===== src/rtl/range_sched.sv =====
// range_sched: round-robin scheduler that shares one range-finder datapath
// among NREQ sample-burst requesters. One burst is granted at a time. The
// block sequences go/finish/data to the datapath, captures the range it
// returns, and presents that range with the requester id on a valid/ready
// result port.
// Optional feature: define RANGE_SCHED_TIMEOUT_EN to end a stalled burst
// after TMO consecutive bubble cycles. That build adds the TMO parameter and
// the res_tmo output.
module range_sched #(
  parameter int WIDTH = 16,
  parameter int NREQ  = 4,
  parameter int IDW   = 2
`ifdef RANGE_SCHED_TIMEOUT_EN
  , parameter int TMO = 15
`endif
) (
  input  logic                  clock,
  input  logic                  reset,
  input  logic [NREQ-1:0]       req_valid,
  input  logic [NREQ-1:0]       req_last,
  input  logic [NREQ*WIDTH-1:0] req_data,
  output logic [NREQ-1:0]       req_ready,
  output logic                  rf_go,
  output logic                  rf_finish,
  output logic [WIDTH-1:0]      rf_data,
  input  logic [WIDTH-1:0]      rf_range,
  input  logic                  rf_error,
  output logic                  res_valid,
  input  logic                  res_ready,
  output logic [IDW-1:0]        res_id,
  output logic [WIDTH-1:0]      res_range,
  output logic                  busy,
  output logic                  err_sticky
`ifdef RANGE_SCHED_TIMEOUT_EN
  , output logic                res_tmo
`endif
);

  typedef enum logic [2:0] {
    IDLE, ARM, PRIME, STREAM, DRAIN, CAPT, RESULT
  } stateT;

  stateT            state_q;
  logic [IDW-1:0]   rrPtr_q;
  logic [IDW-1:0]   grant_q;
  logic             lastFlag_q;
  logic             rfGo_q;
  logic             rfFinish_q;
  logic [WIDTH-1:0] rfData_q;
  logic             resValid_q;
  logic [IDW-1:0]   resId_q;
  logic [WIDTH-1:0] resRange_q;
  logic             busy_q;
  logic             errSticky_q;

  logic [IDW-1:0]   grantIdx;
  logic [IDW-1:0]   scanIdx;
  logic             grantFound;
  logic [WIDTH-1:0] beatData;
  logic             beatValid;
  logic             beatLast;
  logic             accept;

`ifdef RANGE_SCHED_TIMEOUT_EN
  localparam int TCW = $clog2(TMO + 1);
  logic [TCW-1:0] bubbleCnt_q;
  logic           tmoHit_q;
  logic           resTmo_q;
  assign res_tmo = resTmo_q;
`endif

  // Round-robin search: first requester with a valid beat after the pointer, wrapping.
  always_comb begin
    grantIdx   = '0;
    scanIdx    = '0;
    grantFound = 1'b0;
    for (int k = 1; k <= NREQ; k++) begin
      scanIdx = IDW'((int'(rrPtr_q) + k) % NREQ);
      if (!grantFound && req_valid[scanIdx]) begin
        grantFound = 1'b1;
        grantIdx   = scanIdx;
      end
    end
  end

  // Select the granted requester's sample lane.
  always_comb begin
    beatData = '0;
    for (int i = 0; i < NREQ; i++) begin
      if (grant_q == IDW'(i)) beatData = req_data[i*WIDTH +: WIDTH];
    end
  end

  assign beatValid = req_valid[grant_q];
  assign beatLast  = req_last[grant_q];
  assign accept    = beatValid && (state_q == ARM || state_q == STREAM);

  // Ready comes straight from the registered state, so the granted requester sees it in the same cycle.
  always_comb begin
    req_ready = '0;
    if (state_q == ARM || state_q == STREAM) req_ready[grant_q] = 1'b1;
  end

  // Scheduler FSM with all datapath and result outputs registered.
  always_ff @(posedge clock or posedge reset) begin
    if (reset) begin
      state_q     <= IDLE;
      rrPtr_q     <= IDW'(NREQ - 1);
      grant_q     <= '0;
      lastFlag_q  <= 1'b0;
      rfGo_q      <= 1'b0;
      rfFinish_q  <= 1'b0;
      rfData_q    <= '0;
      resValid_q  <= 1'b0;
      resId_q     <= '0;
      resRange_q  <= '0;
      busy_q      <= 1'b0;
      errSticky_q <= 1'b0;
`ifdef RANGE_SCHED_TIMEOUT_EN
      bubbleCnt_q <= '0;
      tmoHit_q    <= 1'b0;
      resTmo_q    <= 1'b0;
`endif
    end else begin
      errSticky_q <= errSticky_q | rf_error;
      case (state_q)
        IDLE: begin
          if (grantFound) begin
            grant_q <= grantIdx;
            busy_q  <= 1'b1;
            state_q <= ARM;
`ifdef RANGE_SCHED_TIMEOUT_EN
            bubbleCnt_q <= '0;
            tmoHit_q    <= 1'b0;
`endif
          end
        end
        ARM: begin
          if (accept) begin
            rfGo_q     <= 1'b1;
            rfData_q   <= beatData;
            lastFlag_q <= beatLast;
            state_q    <= PRIME;
          end
        end
        PRIME: begin
          rfGo_q <= 1'b0;
          if (lastFlag_q) begin
            rfFinish_q <= 1'b1;
            state_q    <= DRAIN;
          end else begin
            state_q <= STREAM;
          end
        end
        STREAM: begin
          if (accept) begin
            rfData_q <= beatData;
`ifdef RANGE_SCHED_TIMEOUT_EN
            bubbleCnt_q <= '0;
`endif
            if (beatLast) begin
              rfFinish_q <= 1'b1;
              state_q    <= DRAIN;
            end
          end
`ifdef RANGE_SCHED_TIMEOUT_EN
          else if (bubbleCnt_q == TCW'(TMO - 1)) begin
            rfFinish_q  <= 1'b1;
            tmoHit_q    <= 1'b1;
            bubbleCnt_q <= '0;
            state_q     <= DRAIN;
          end else begin
            bubbleCnt_q <= bubbleCnt_q + 1'b1;
          end
`endif
        end
        DRAIN: begin
          rfFinish_q <= 1'b0;
          state_q    <= CAPT;
        end
        CAPT: begin
          resRange_q <= rf_range;
          resId_q    <= grant_q;
          resValid_q <= 1'b1;
`ifdef RANGE_SCHED_TIMEOUT_EN
          resTmo_q   <= tmoHit_q;
`endif
          state_q    <= RESULT;
        end
        RESULT: begin
          if (res_ready) begin
            resValid_q <= 1'b0;
            rrPtr_q    <= grant_q;
            busy_q     <= 1'b0;
`ifdef RANGE_SCHED_TIMEOUT_EN
            resTmo_q   <= 1'b0;
`endif
            state_q    <= IDLE;
          end
        end
        default: state_q <= IDLE;
      endcase
    end
  end

  assign rf_go      = rfGo_q;
  assign rf_finish  = rfFinish_q;
  assign rf_data    = rfData_q;
  assign res_valid  = resValid_q;
  assign res_id     = resId_q;
  assign res_range  = resRange_q;
  assign busy       = busy_q;
  assign err_sticky = errSticky_q;

endmodule


===== config.mk =====
export PLATFORM = sky130hd
export DESIGN_NAME = range_sched
export DESIGN_NICKNAME = d
export VERILOG_FILES = /design/src/rtl/range_sched.sv
export SDC_FILE = /design/constraint.sdc
export NUM_CORES = 1
export LEC_CHECK = 0
export BUFFER_PORTS_ARGS = -buffer_cell sky130_fd_sc_hd__buf_4
export CAP_MARGIN = 30
export CORE_AREA = 4 4 78 80
export CTS_CLUSTER_DIAMETER = 50
export DETAILED_ROUTE_END_ITERATION = 7
export DIE_AREA = 0 0 82 84
export PLACE_DENSITY = 0.87
export SLEW_MARGIN = 0
export SYNTH_ARGS = -nofsm -noshare
export SYNTH_HDL_FRONTEND = slang
export SYNTH_SLANG_ARGS = --single-unit

===== constraint.sdc =====
create_clock -name clock -period 4.4 [get_ports clock]
set_input_delay 0 -clock clock [delete_from_list [all_inputs] [get_ports clock]]
set_output_delay 0 -clock clock [all_outputs]
set_load 0.03 [all_outputs]

### Word level (Yosys, flattened, before mapping)

Cells that the tools add are included.

| cells by class | value |
|---|---|
| add/sub/neg operators | 4 |
| magnitude comparators | 6 |
| equal/unequal tests | 15 |
| shift-type cells | 0 |
| reduce and logical (&&, ||, !) cells | 25 |
| multipliers | 0 |
| muxes and demuxes | 44 |
| div/mod/pow operators | 0 |
| bitwise logic cells | 1 |

Operators by type and width:

| kind | number |
|---|---|
| $mux 16 | 4 |
| $pmux 3 s7 | 1 |
| $mux 3 | 6 |
| $mux 1 | 17 |
| $lt 2x3->1 const B | 5 |
| $bmux 1 s2 | 6 |
| $ne 2x2->1 const B | 6 |
| $reduce_and 2->1 | 6 |
| $eq 3x3->1 const B | 3 |
| $mux 2 | 4 |
| $eq 3x2->1 const B | 2 |
| $pmux 1 s2 | 3 |
| $reduce_bool 2->1 | 3 |
| $logic_and 1x1->1 | 5 |
| $reduce_and 5->1 | 1 |
| $add 2x1->2 const B | 2 |
| $add 2x2->2 const B | 2 |
| $eq 2x2->1 const B | 2 |
| $mux 4 | 1 |
| $reduce_and 4->1 | 1 |
| $eq 3x1->1 const B | 1 |
| $logic_not 1->1 | 3 |
| $logic_not 3->1 | 1 |
| $pmux 1 s3 | 1 |
| 9 further kinds | 9 |

| word-level totals | value |
|---|---|
| bits in registers | 47 |
| memory bits (writable) | 0 |
| logic and storage cells | 107 |
| bits in latches | 0 |
| input bits | 92 |
| output and inout bits | 43 |
| memories | 0 |
| ROM bits | 0 |

### Longest topological paths before layout

| depth | value |
|---|---|
| depth after elaboration | 15 |
| gate-level depth with buffers | 5 |
| mapped depth without buffers | 3 |

### Least setup slack after synthesis

OpenSTA, ideal clock, no wires.

| timing | value |
|---|---|
| path kind | register to register |
| from | register grant_q[0] |
| to | register rfData_q[3] (netlist: rf_data[3]) |
| required time | 4275 ps |
| slack | 2693 ps |
| clock period less this slack | 1707 ps |
| setup time | 125 ps |
| arrival | 1582 ps |
| path buffers | 2 |
| stages on the path, launching flop included | 5 |
| cells stage by stage | dfrtp_1 -> buf_2 -> buf_2 -> mux4_2 -> mux2_4 |

| on the way | value |
|---|---|
| word-level cells in the longest chain between the ends | 5 |
| elaborated cells on any way between the ends | 12 |
| those cells by class | 3 x eq/ne; 6 x mux; 3 x reduce/logical |

Ends and longest elaborated chain:

| what | line | source |
|---|---|---|
| from (decl) | 45 | `logic [IDW-1:0] grant_q;` |
| from (signal assigned) | 129 | `grant_q <= grantIdx;` |
| $logic_not 2->1 | 90 | `if (grant_q == IDW'(i)) beatData = req_data[i*WIDTH +: WIDTH];` |
| $mux 16 (4 in a row) | 90 |  |
| to (signal assigned) | 141 | `rfData_q <= beatData;` |
| to (signal assigned) | 157 | `rfData_q <= beatData;` |
| to (decl) | 49 | `logic [WIDTH-1:0] rfData_q;` |

Several ways; a longest one is shown, not always the timed one. The select of a mux whose other input is x is not followed.
A chain may end at the register's enable or synchronous reset.

### Worst setup path in the final report

| timing | value |
|---|---|
| from | register grant_q[1] |
| to | register rfData_q[12] (netlist: rf_data[12]) |

Same word-level chain as after synthesis.

==> out/metrics.cfg <==
[run_status]
status=finished, final reports clean

[synthesis]
ys_ff_latch=47
synth.largest_area_cell=dfrtp_1
synthTopCellsByArea=dfrtp_1 45%, mux4_2 16%, mux2_2 13%, mux2_4 6.0%, dfstp_2 2.1%
netlist.area_leader.share_pct=45.0
synth_area_sq_um=2500
syn_nets=267
async_flop_share_pct=100
synth_cells=175
yosysWarnings=0
avgSynthCellArea_sq_um=14.3
yosysSeqAreaShare_pct=47.1
synth-main-ff-cell=dfrtp_1
synth-edff-count=0
yosysUniqueCellTypes=37

[final_layout]
drive_above_1_share_pct=64.0
diodes=0
area_growth_pct=52.8
final_core_util_pct=70.7
finalInstanceArea_sq_um=3820
fillers=377
multi_input_area_sq_um=1240
fin_nets=417
register_area_sq_um=1180

[die]
die-area_sq_um=6890
core_area_sq_um=5410
placement_rows=27
start_util_pct=46.3
die_h_microns=84
die_w_microns=82
boundaryPins=135

[drt]
ant_nets=0
avgViaCountPerCell=5.23
via_count=2077
dr.pass1.iters=4
drt-total-wl_microns=7220
drc=0
wl_per_cell_microns=18.2
drt_iter0_drc=93

[run]
maxCapViolations=0

[sta]
finalHoldWorstSlack_ps=58.3
min_period_ps=2400
totalNegativeSetupSlack_ps=0
fmax_mhz=416
skew_ps=6.63
worst_slew_pin_slew_ps=918
period_share_pct=54.7
slew_viol_final=0
setup_viol=0
rsz0062_at_grt=no
relSlewSlack_pct=38.6
hold_viol=0

[cts]
clk_latency_ps=280
cts_tree=built
cts_made_buffers=5
htree_levels=2
clkSlewWorstSetupHoldPaths_ps=80
cts_resized=0
cts.sinks=47
cts-root-buf=clkbuf_8
clock_path_buffers=2

[setup_path]
path_cells=mux4_2, nand2_4, mux2_2
cp_data_arrival_time_ps=2570
cp-start-kind=flip-flop
critPathKind=flip-flop to flip-flop
end_kind=flip-flop
slowest_stage=dfrtp_1
required_ps=4570
cp_max_fo=25
cpPeakStageDelay_ps=950

[global_route]
grt_overflow=0
grt.total_usage_pct=21.1
grt_max_degree=48
grt_pass1_vias=2271
grt_pass1_wl_microns=11200
antenna_found_initial=0

[pwr]
ir_drop_mv=0.333
power_density_nw_per_um2=706
power_leakage_nw=1.82

[place]
gp_congestion=0.886
io_buffers=134
hpwl_microns=5340
post_dp_cell_area_sq_um=3530

[worst_hold_path]
hold_path.class=input pin to flip-flop

==> layout make-up <==
cell class	instances	area share (%)
Multi-Input combinational cell	114	32.4
Timing Repair Buffer	154	31.8
Sequential cell	47	30.8
Tap cell	72	2.36
Clock buffer	6	2.16
Inverter	3	0.295
Clock inverter	1	0.131
==> flip-flops by register name, summed over array words and instances (netlist names) <==
name and flops:
busy 1, err_sticky 1, grant_q 2, lastFlag_q 1, res_id 2, res_range 16
res_valid 1, rf_data 16, rf_finish 1, rf_go 1, rrPtr_q 2, state_q 3
==> what timing repair did <==
| action | CTS | global route |
|---|---|---|
| endpoints found under the hold margin | 62 | 0 |
| setup buffers | 0 | 0 |
| hold buffers | 18 | 0 |
==> Yosys cell counts, types with 2 or more instances <==
cell type	number
o31ai_1	2
nand3_1	2
dfstp_2	2
o21ai_0	2
nand2_1	5
a31oi_1	2
a21o_1	2
mux2_2	29
mux4_2	18
clkbuf_1	4
or2_2	3
nor2b_1	2
and3b_1	2
mux2_4	10
nor2_1	7
inv_1	2
dfrtp_1	45
and3_1	3
buf_2	5
a21oi_1	7
nand2b_1	3
nand3b_1	3
==> cell families (layout without fill, tap and decap cells) <==
| family | after synthesis | after routing | synth area share [%] |
|---|---|---|---|
| mux | 58 | 58 | 35.7 |
| flops | 47 | 47 | 47.1 |
| simple gates | 35 | 35 | 8.35 |
| compound gates | 21 | 21 | 5.55 |
| buf+inv | 14 | 164 | 3.30 |
==> cell usage in the layout, fill, tap and decap left out, types with 5 or more instances in the layout <==
cell / n
a21oi_1: 7
mux2_4: 10
nand2_1: 5
dfrtp_1: 45
mux4_2: 18
nor2_1: 7
dlygate4sd3_1: 18
buf_4: 135
mux2_2: 29
clkbuf_8: 6
==> layer usage <==
| layer | vias up | share of wire [%] | track usage, % |
|---|---|---|---|
| met2 | 101 | 52 | 37.4 |
| li1 | 957 | - | - |
| met5 | - | 0 | 0 |
| met3 | 18 | 7.5 | 5.29 |
| met1 | 1001 | 38 | 23.9 |
| met4 | 0 | 2.8 | 7.10 |
==> per-stage QoR <==
stage                     total power [mW]  cells  setup slack, ps
after floorplan                       1.94    175             2690
after global placement                2.38    371             2030
after detailed placement              2.43    371             1980
after CTS                             2.70    396             1960
after global routing                  2.86    397             1860
final                                 2.70    397             2000
==> report_power, final <==
part / internal, mW / switching [mW] / leakage, nW
Sequential: 0.656 / 0.231 / 0.548
Combinational: 0.790 / 0.768 / 1.23
Clock: 0.123 / 0.129 / 0.0470
Total: 1.57 / 1.13 / 1.82
==> critical path, delay by kind of cell (launching register included) <==
family	cells	cell delay [ps]
flops	1	950
simple gates	1	270
mux	2	1060
==> final timing paths <==
kind / slack, ps / endpoint / from / cells past startpoint
setup / recovery: 2000 / rf_data[12] / grant_q[1] / 3
hold / removal: 60 / grant_q[0] / req_valid[0] / 3
setup reg to reg: 2000 / rf_data[12] / grant_q[1] / 3
hold reg to reg: 500 / err_sticky / err_sticky / 1
max in group asynchronous: 3550 / rrPtr_q[1] / reset / 4
min in group asynchronous: 280 / rf_data[4] / reset / 3
Note: power is estimated with default switching activity, not from simulation.
